## src/rtl/inst_axi_writer.sv

```systemverilog
// ----------------------------------------------------------------------------
// inst_axi_writer
// AXI4 write master that drains a local instruction FIFO into a circular
// instruction window as INCR bursts of DATA_WIDTH-bit beats. One burst is in
// flight at a time: the next burst waits for the previous write response.
//
// Optional feature macro: INST_AXI_WRITER_AUTOFLUSH_EN
//   When defined, a partial burst is launched automatically after TIMEOUT
//   idle cycles with a non-empty FIFO. When undefined, partial bursts are
//   launched only by the flush input.
// ----------------------------------------------------------------------------
module inst_axi_writer #(
    parameter int                    DATA_WIDTH = 32'd64,
    parameter int                    ADDR_WIDTH = 32'd64,
    parameter int                    ID_WIDTH   = 32'd4,
    parameter int                    AXI_ID     = 32'd1,
    parameter int                    FIFO_DEPTH = 32'd16,
    parameter int                    MAX_BURST  = 32'd4,
    parameter logic [ADDR_WIDTH-1:0] BASE_ADDR  = ADDR_WIDTH'(32'd0),
    parameter logic [ADDR_WIDTH-1:0] ADDR_SPAN  = ADDR_WIDTH'(32'd128),
    parameter int                    TIMEOUT    = 32'd8
) (
    input  logic                      clk,
    input  logic                      rst_n,

    input  logic [DATA_WIDTH-1:0]     inst_data,
    input  logic                      inst_valid,
    output logic                      inst_ready,
    input  logic                      flush,

    output logic [ADDR_WIDTH-1:0]     M_AXI_AWADDR,
    output logic [ID_WIDTH-1:0]       M_AXI_AWID,
    output logic [7:0]                M_AXI_AWLEN,
    output logic [2:0]                M_AXI_AWSIZE,
    output logic [1:0]                M_AXI_AWBURST,
    output logic                      M_AXI_AWVALID,
    input  logic                      M_AXI_AWREADY,

    output logic [DATA_WIDTH-1:0]     M_AXI_WDATA,
    output logic [DATA_WIDTH/8-1:0]   M_AXI_WSTRB,
    output logic                      M_AXI_WLAST,
    output logic                      M_AXI_WVALID,
    input  logic                      M_AXI_WREADY,

    input  logic [ID_WIDTH-1:0]       M_AXI_BID,
    input  logic [1:0]                M_AXI_BRESP,
    input  logic                      M_AXI_BVALID,
    output logic                      M_AXI_BREADY,

    output logic                      busy,
    output logic                      err,
    output logic [31:0]               sent_count
);

    localparam int STRB_WIDTH = DATA_WIDTH / 8;
    localparam int SIZE_VAL   = $clog2(STRB_WIDTH);
    localparam int PTR_W      = $clog2(FIFO_DEPTH);
    localparam int CNT_W      = PTR_W + 1;

    localparam logic [ADDR_WIDTH-1:0] WIN_END = BASE_ADDR + ADDR_SPAN;

    localparam logic [1:0] S_IDLE = 2'd0;
    localparam logic [1:0] S_ADDR = 2'd1;
    localparam logic [1:0] S_DATA = 2'd2;
    localparam logic [1:0] S_RESP = 2'd3;

    // ------------------------------------------------------------------------
    // State
    // ------------------------------------------------------------------------
    logic [DATA_WIDTH-1:0]   fifo_mem_r [FIFO_DEPTH];
    logic [PTR_W-1:0]        wr_ptr_r;
    logic [PTR_W-1:0]        rd_ptr_r;
    logic [CNT_W-1:0]        count_r;

    logic [1:0]              state_r;
    logic [1:0]              state_nxt_s;
    logic [ADDR_WIDTH-1:0]   addr_r;
    logic [8:0]              beats_r;
    logic [8:0]              beat_cnt_r;

    logic [ADDR_WIDTH-1:0]   awaddr_r;
    logic [ID_WIDTH-1:0]     awid_r;
    logic [7:0]              awlen_r;
    logic [2:0]              awsize_r;
    logic [1:0]              awburst_r;
    logic                    awvalid_r;
    logic                    wvalid_r;
    logic [STRB_WIDTH-1:0]   wstrb_r;
    logic                    bready_r;
    logic                    busy_r;
    logic                    err_r;
    logic [31:0]             sent_count_r;

    // ------------------------------------------------------------------------
    // Combinational control
    // ------------------------------------------------------------------------
    logic                    full_s;
    logic                    push_s;
    logic                    pop_s;
    logic                    aw_hs_s;
    logic                    last_beat_s;
    logic                    w_last_hs_s;
    logic                    b_hs_s;
    logic                    af_fire_s;
    logic                    flush_req_s;
    logic                    launch_s;
    logic [ADDR_WIDTH-1:0]   room_s;
    logic [ADDR_WIDTH-1:0]   lim_cnt_s;
    logic [ADDR_WIDTH-1:0]   lim_all_s;
    logic [8:0]              beats_s;
    logic [ADDR_WIDTH-1:0]   next_addr_s;
    logic                    unused_bid_s;

    // BID is not checked; folded into an intentionally unused net.
    assign unused_bid_s = ^M_AXI_BID;

    assign full_s      = (count_r == CNT_W'(FIFO_DEPTH));
    assign push_s      = inst_valid & ~full_s;
    assign pop_s       = wvalid_r & M_AXI_WREADY;
    assign aw_hs_s     = awvalid_r & M_AXI_AWREADY;
    assign last_beat_s = (beat_cnt_r == (beats_r - 9'd1));
    assign w_last_hs_s = pop_s & last_beat_s;
    assign b_hs_s      = bready_r & M_AXI_BVALID;

`ifdef INST_AXI_WRITER_AUTOFLUSH_EN
    localparam int AF_W = (TIMEOUT < 2) ? 1 : $clog2(TIMEOUT + 1);
    logic [AF_W-1:0] af_cnt_r;

    // Idle timer: counts IDLE cycles with pending data, saturating at TIMEOUT.
    always_ff @(posedge clk or negedge rst_n) begin
        if (!rst_n) begin
            af_cnt_r <= {AF_W{1'b0}};
        end else if (push_s || launch_s) begin
            af_cnt_r <= {AF_W{1'b0}};
        end else if ((state_r == S_IDLE) && (count_r != {CNT_W{1'b0}}) &&
                     (af_cnt_r != AF_W'(TIMEOUT))) begin
            af_cnt_r <= af_cnt_r + AF_W'(1'b1);
        end else begin
            af_cnt_r <= af_cnt_r;
        end
    end

    assign af_fire_s = (state_r == S_IDLE) && (af_cnt_r == AF_W'(TIMEOUT)) &&
                       (count_r != {CNT_W{1'b0}});
`else
    assign af_fire_s = 1'b0;
`endif

    assign flush_req_s = flush | af_fire_s;

    assign launch_s = (state_r == S_IDLE) &&
                      ((32'(count_r) >= 32'(MAX_BURST)) ||
                       (flush_req_s && (count_r != {CNT_W{1'b0}})));

    // Burst length: limited by FIFO occupancy, MAX_BURST and distance to window end.
    always_comb begin
        room_s    = (WIN_END - addr_r) >> SIZE_VAL;
        lim_cnt_s = (ADDR_WIDTH'(count_r) < ADDR_WIDTH'(MAX_BURST)) ?
                    ADDR_WIDTH'(count_r) : ADDR_WIDTH'(MAX_BURST);
        lim_all_s = (lim_cnt_s < room_s) ? lim_cnt_s : room_s;
        beats_s   = 9'(lim_all_s);
    end

    // Window pointer after the current burst, wrapping at the window end.
    always_comb begin
        next_addr_s = addr_r + (ADDR_WIDTH'(beats_r) << SIZE_VAL);
        if (next_addr_s == WIN_END) begin
            next_addr_s = BASE_ADDR;
        end else begin
            next_addr_s = next_addr_s;
        end
    end

    // Next-state logic of the burst FSM.
    always_comb begin
        state_nxt_s = state_r;
        case (state_r)
            S_IDLE: begin
                if (launch_s) state_nxt_s = S_ADDR;
                else          state_nxt_s = S_IDLE;
            end
            S_ADDR: begin
                if (aw_hs_s) state_nxt_s = S_DATA;
                else         state_nxt_s = S_ADDR;
            end
            S_DATA: begin
                if (w_last_hs_s) state_nxt_s = S_RESP;
                else             state_nxt_s = S_DATA;
            end
            S_RESP: begin
                if (b_hs_s) state_nxt_s = S_IDLE;
                else        state_nxt_s = S_RESP;
            end
            default: state_nxt_s = S_IDLE;
        endcase
    end

    // FSM state register and registered busy flag.
    always_ff @(posedge clk or negedge rst_n) begin
        if (!rst_n) begin
            state_r <= S_IDLE;
            busy_r  <= 1'b0;
        end else begin
            state_r <= state_nxt_s;
            busy_r  <= (state_nxt_s != S_IDLE);
        end
    end

    // FIFO storage; contents need no reset because WDATA is gated by WVALID.
    always_ff @(posedge clk) begin
        if (push_s) begin
            fifo_mem_r[wr_ptr_r] <= inst_data;
        end else begin
            fifo_mem_r[wr_ptr_r] <= fifo_mem_r[wr_ptr_r];
        end
    end

    // FIFO pointers and occupancy; simultaneous push and pop leave count unchanged.
    always_ff @(posedge clk or negedge rst_n) begin
        if (!rst_n) begin
            wr_ptr_r <= {PTR_W{1'b0}};
            rd_ptr_r <= {PTR_W{1'b0}};
            count_r  <= {CNT_W{1'b0}};
        end else begin
            if (push_s) wr_ptr_r <= wr_ptr_r + PTR_W'(1'b1);
            else        wr_ptr_r <= wr_ptr_r;
            if (pop_s)  rd_ptr_r <= rd_ptr_r + PTR_W'(1'b1);
            else        rd_ptr_r <= rd_ptr_r;
            case ({push_s, pop_s})
                2'b10:   count_r <= count_r + CNT_W'(1'b1);
                2'b01:   count_r <= count_r - CNT_W'(1'b1);
                default: count_r <= count_r;
            endcase
        end
    end

    // Write-address channel: fields latched at launch, held until the handshake.
    always_ff @(posedge clk or negedge rst_n) begin
        if (!rst_n) begin
            awvalid_r <= 1'b0;
            awaddr_r  <= BASE_ADDR;
            awid_r    <= {ID_WIDTH{1'b0}};
            awlen_r   <= 8'd0;
            awsize_r  <= 3'd0;
            awburst_r <= 2'd0;
            beats_r   <= 9'd0;
        end else if (launch_s) begin
            awvalid_r <= 1'b1;
            awaddr_r  <= addr_r;
            awid_r    <= ID_WIDTH'(AXI_ID);
            awlen_r   <= 8'(beats_s - 9'd1);
            awsize_r  <= 3'(SIZE_VAL);
            awburst_r <= 2'b01;
            beats_r   <= beats_s;
        end else if (aw_hs_s) begin
            awvalid_r <= 1'b0;
        end else begin
            awvalid_r <= awvalid_r;
        end
    end

    // Write-data channel: valid from AW handshake until the last beat is accepted.
    always_ff @(posedge clk or negedge rst_n) begin
        if (!rst_n) begin
            wvalid_r   <= 1'b0;
            wstrb_r    <= {STRB_WIDTH{1'b0}};
            beat_cnt_r <= 9'd0;
        end else if (aw_hs_s) begin
            wvalid_r   <= 1'b1;
            wstrb_r    <= {STRB_WIDTH{1'b1}};
            beat_cnt_r <= 9'd0;
        end else if (w_last_hs_s) begin
            wvalid_r   <= 1'b0;
            beat_cnt_r <= 9'd0;
        end else if (pop_s) begin
            beat_cnt_r <= beat_cnt_r + 9'd1;
        end else begin
            wvalid_r   <= wvalid_r;
            beat_cnt_r <= beat_cnt_r;
        end
    end

    // Write-response channel, sticky error, completed-beat count and window pointer.
    always_ff @(posedge clk or negedge rst_n) begin
        if (!rst_n) begin
            bready_r     <= 1'b0;
            err_r        <= 1'b0;
            sent_count_r <= 32'd0;
            addr_r       <= BASE_ADDR;
        end else if (w_last_hs_s) begin
            bready_r <= 1'b1;
        end else if (b_hs_s) begin
            bready_r     <= 1'b0;
            err_r        <= err_r | (M_AXI_BRESP != 2'b00);
            sent_count_r <= sent_count_r + 32'(beats_r);
            addr_r       <= next_addr_s;
        end else begin
            bready_r <= bready_r;
        end
    end

    // ------------------------------------------------------------------------
    // Outputs
    // ------------------------------------------------------------------------
    assign inst_ready    = ~full_s;
    assign M_AXI_AWADDR  = awaddr_r;
    assign M_AXI_AWID    = awid_r;
    assign M_AXI_AWLEN   = awlen_r;
    assign M_AXI_AWSIZE  = awsize_r;
    assign M_AXI_AWBURST = awburst_r;
    assign M_AXI_AWVALID = awvalid_r;
    assign M_AXI_WDATA   = wvalid_r ? fifo_mem_r[rd_ptr_r] : {DATA_WIDTH{1'b0}};
    assign M_AXI_WSTRB   = wstrb_r;
    assign M_AXI_WLAST   = wvalid_r & last_beat_s;
    assign M_AXI_WVALID  = wvalid_r;
    assign M_AXI_BREADY  = bready_r;
    assign busy          = busy_r;
    assign err           = err_r;
    assign sent_count    = sent_count_r;

endmodule

```

## config.mk

```make
export PLATFORM = sky130hd
export DESIGN_NAME = inst_axi_writer
export DESIGN_NICKNAME = d
export VERILOG_FILES = /design/src/rtl/inst_axi_writer.sv
export SDC_FILE = /design/constraint.sdc
export NUM_CORES = 2
export LEC_CHECK = 0
export CAP_MARGIN = 20
export CELL_PAD_IN_SITES_DETAIL_PLACEMENT = 0
export CELL_PAD_IN_SITES_GLOBAL_PLACEMENT = 2
export CORE_MARGIN = 5
export CORE_UTILIZATION = 45
export CTS_CLUSTER_DIAMETER = 40
export DETAILED_ROUTE_END_ITERATION = 8
export PLACE_DENSITY = 0.78
export SLEW_MARGIN = 10
export SYNTH_ARGS = -nofsm -noshare
export SYNTH_HDL_FRONTEND = slang
export SYNTH_SLANG_ARGS = --single-unit
```

## constraint.sdc

```tcl
create_clock -name clk -period 10.9 [get_ports clk]
set_input_delay 2.18 -clock clk [delete_from_list [all_inputs] [get_ports clk]]
set_output_delay 2.18 -clock clk [all_outputs]
set_load 0.02 [all_outputs]
```

==> run metrics <==
flop2flop setup slack=5.21 ns; WS Path Type=register to output port; Yosys warnings=0; Worst Hold Depth=2; Worst Path Arrival=4.41 ns; worst-case reg-to-reg path depth=20; final period utilization=60.4%; kind of end point of the critical path=output port; Layout Nets=3,406; setup bufs post-CTS=0; clk sinks=1,226; post-placement setup slack=4.93 ns; Clock Latency Late Sink=0.74 ns; starting density of the core=45.2%; Avg Inst Size Synth=17.2 µm²; Routed Antenna Nets=0; Leakage=21.1 nW; Via density=5.78; layout cells sized above 1=20.7%; top-area cell type share of the netlist area=59.6%; Port Buf Inserts=256; Critical Path Max Stage Delay=0.86 ns; hold buffers post-CTS=0; Slowest cell on crit path=dfrtp_4; setup_tns=0 ns; CTS buffer count=159; Worst Slack Setup Final=4.31 ns; VDD IR-drop max=0.000269 V; most frequent cells in the layout=edfxtp_1, mux4_2, nand2_1; IO Count=269; R2R Path End=M_AXI_AWLEN[4]$_DFFE_PN0P_; clk buf depth=3; Final setup viols=0; most frequent CP cell=mux4_2; PostCTS Resize Cnt=0; number of hold violations in the final report=0; Slew headroom=16.2%; HP Class=register to register; gr ovfl total=0; Die X=349 µm; core area=114,000 µm²; Die Y=349 µm; synth top area cells=edfxtp_1, mux4_2, dfrtp_1, nand2_1, xnor2_1; Placement Rows=124; Worst Setup Start Kind=register; Clock transition at path regs=0.05 ns; most common cell after layout, fill and taps aside=edfxtp_1; pwr/cell area=259 nW/µm²; Root Buffer=clkbuf_16; 1st-iter DRT viols=2,428; outcome=complete, no violations; number of global-route vias before repair=29.9k; Via Count=28.5k; register bit total from synthesis=1,226; clk_skew=0.0355 ns; Cells after Synth=3,006; initial antenna violation count=13; worst-path maximum fanout=108; max-cap violation count=0; Min-Delay Endpoint=M_AXI_AWADDR[49]$_DFFE_PN0P_; sequential element share of the synthesized area=69.4%; Tmin final=6.59 ns; DRC Markers=0; RSZ-0062 raised after global routing=no; Post-synth ARST share=16.5%; GRT Overall Usage=21.2%; worst slew pin tran=1.26 ns; final hold slack=0.469 ns; wire per inst=26.0 µm; Detail Placement HPWL=74,500 µm; cell taking the most area after synthesis=edfxtp_1; Total Wirelength=129,000 µm; Most used DFF post-synth=edfxtp_1; Final Max Tran Viols=0; worst endpoint required time=8.72 ns; crit path cell chain=buf_12 > mux4_2 > mux4_2 > and2_1 > clkdlybuf4s50_1; Finished Layout Cells=4,937; pin count of the biggest net entering global routing=173; placed cells=4,639; Netlist cell types=79; Area growth syn-to-layout=19.0%; synthesized cell area=51,600 µm²; worst hold start=M_AXI_AWADDR[49]$_DFFE_PN0P_; worst r2r src=addr_r[3]$_DFFE_PN0P_; full die area=122,000 µm²; Placer Congestion=0.861; H-tree levels=4; TritonCTS clock tree=yes; first-pass GRT wire length=194,000 µm; EDFF count, synth=1,024; Peak Freq=152 MHz; PnR Total Power=15.9 mW; DR pass1 iterations=6
[kinds of logic (layout without fill, tap and decap cells)]
logic type / Yosys count / count (layout) / share of synthesized area, %
adders and majority gates: 39 / 39 / 0.989
other: 1 / 16 / 0.00727
AOI/OAI and AO/OA: 211 / 211 / 2.76
buffers and inverters: 234 / 638 / 1.88
muxes: 335 / 335 / 14.3
DFF: 1226 / 1226 / 69.4
xor gates and xnor gates: 148 / 148 / 2.51
and+or+nand+nor: 812 / 812 / 8.21
[synthesized netlist by cell type (34+ instances only)]
| master | number |
|---|---|
| buf_1 | 46 |
| clkbuf_1 | 120 |
| nor3_1 | 61 |
| and2_1 | 83 |
| xnor2_1 | 92 |
| mux4_2 | 320 |
| nor2_1 | 97 |
| nand4_1 | 47 |
| dfrtp_1 | 202 |
| o21ai_0 | 64 |
| nand2_1 | 275 |
| and3_1 | 34 |
| ha_1 | 36 |
| inv_1 | 40 |
| xor2_1 | 56 |
| nand3_1 | 58 |
| edfxtp_1 | 1024 |
[sequential cells by signal, indices dropped and copies added, names as in the netlist]
| signal | count |
|---|---|
| M_AXI_AWADDR | 61 |
| beats_r | 9 |
| state_r | 2 |
| fifo_mem_r | 1024 |
| busy | 1 |
| beat_cnt_r | 9 |
| rd_ptr_r | 4 |
| M_AXI_WSTRB | 1 |
| M_AXI_AWBURST | 1 |
| wr_ptr_r | 4 |
| err | 1 |
| M_AXI_AWLEN | 8 |
| M_AXI_AWVALID | 1 |
| sent_count | 32 |
| addr_r | 61 |
| M_AXI_WVALID | 1 |
| count_r | 5 |
| M_AXI_BREADY | 1 |
[final cells by class]
cell class / count / area (µm²)
Timing Repair Buffer: 308 / 3020
Multi-Input combinational cell: 1555 / 15000
Fill cell: 9017 / 52800
Inverter: 40 / 150
Tap cell: 1512 / 1890
Sequential cell: 1226 / 35800
Antenna cell: 6 / 15.0
Clock inverter: 102 / 1340
Clock buffer: 188 / 4180
[critical path, delay by kind of cell, from the launching register on]
family	cells	cell delay [ns]
flops	1	0.86
buf+inv	2	1.31
simple gates	1	0.27
mux	2	1.08
[through the flow]
stage,utilization [%],cell area (µm²)
after global routing,53.8,61400
after CTS,53.7,61400
final,53.8,61400
after global placement,48.9,55800
after floorplan,-,51700
after detailed placement,48.9,55800
[layer usage]
metal  vias to the layer above  routed length (µm)  global-route usage [%]
met5                         -                  48                       0
met4                         6                2740                    5.48
met3                       208                7910                    4.62
met2                       934               65900                    36.6
met1                     14900               51900                    27.5
li1                      12500                   -                       -
[power by group]
part / internal [mW] / switching [mW] / total [mW]
Sequential: 5.58 / 0.329 / 5.91
Clock: 3.27 / 2.05 / 5.32
Combinational: 2.25 / 2.41 / 4.66
Total: 11.1 / 4.79 / 15.9
[worst max path at each step]
stage                             from                          to  slack [ns]  cells after the start
2_1_floorplan               inst_valid  fifo_mem_r[3][0]$_DFFE_PP_        3.26                      4
3_3_place_gp   rd_ptr_r[0]$_DFFE_PN0P_             M_AXI_WDATA[31]        4.95                      5
3_5_place_dp   rd_ptr_r[0]$_DFFE_PN0P_             M_AXI_WDATA[31]        4.93                      5
4_1_cts        rd_ptr_r[0]$_DFFE_PN0P_             M_AXI_WDATA[31]        4.09                      5
5_1_grt        rd_ptr_r[0]$_DFFE_PN0P_             M_AXI_WDATA[52]        4.01                      5
6_report       rd_ptr_r[0]$_DFFE_PN0P_             M_AXI_WDATA[52]        4.31                      5
Note: power is estimated with default switching activity, not from simulation.
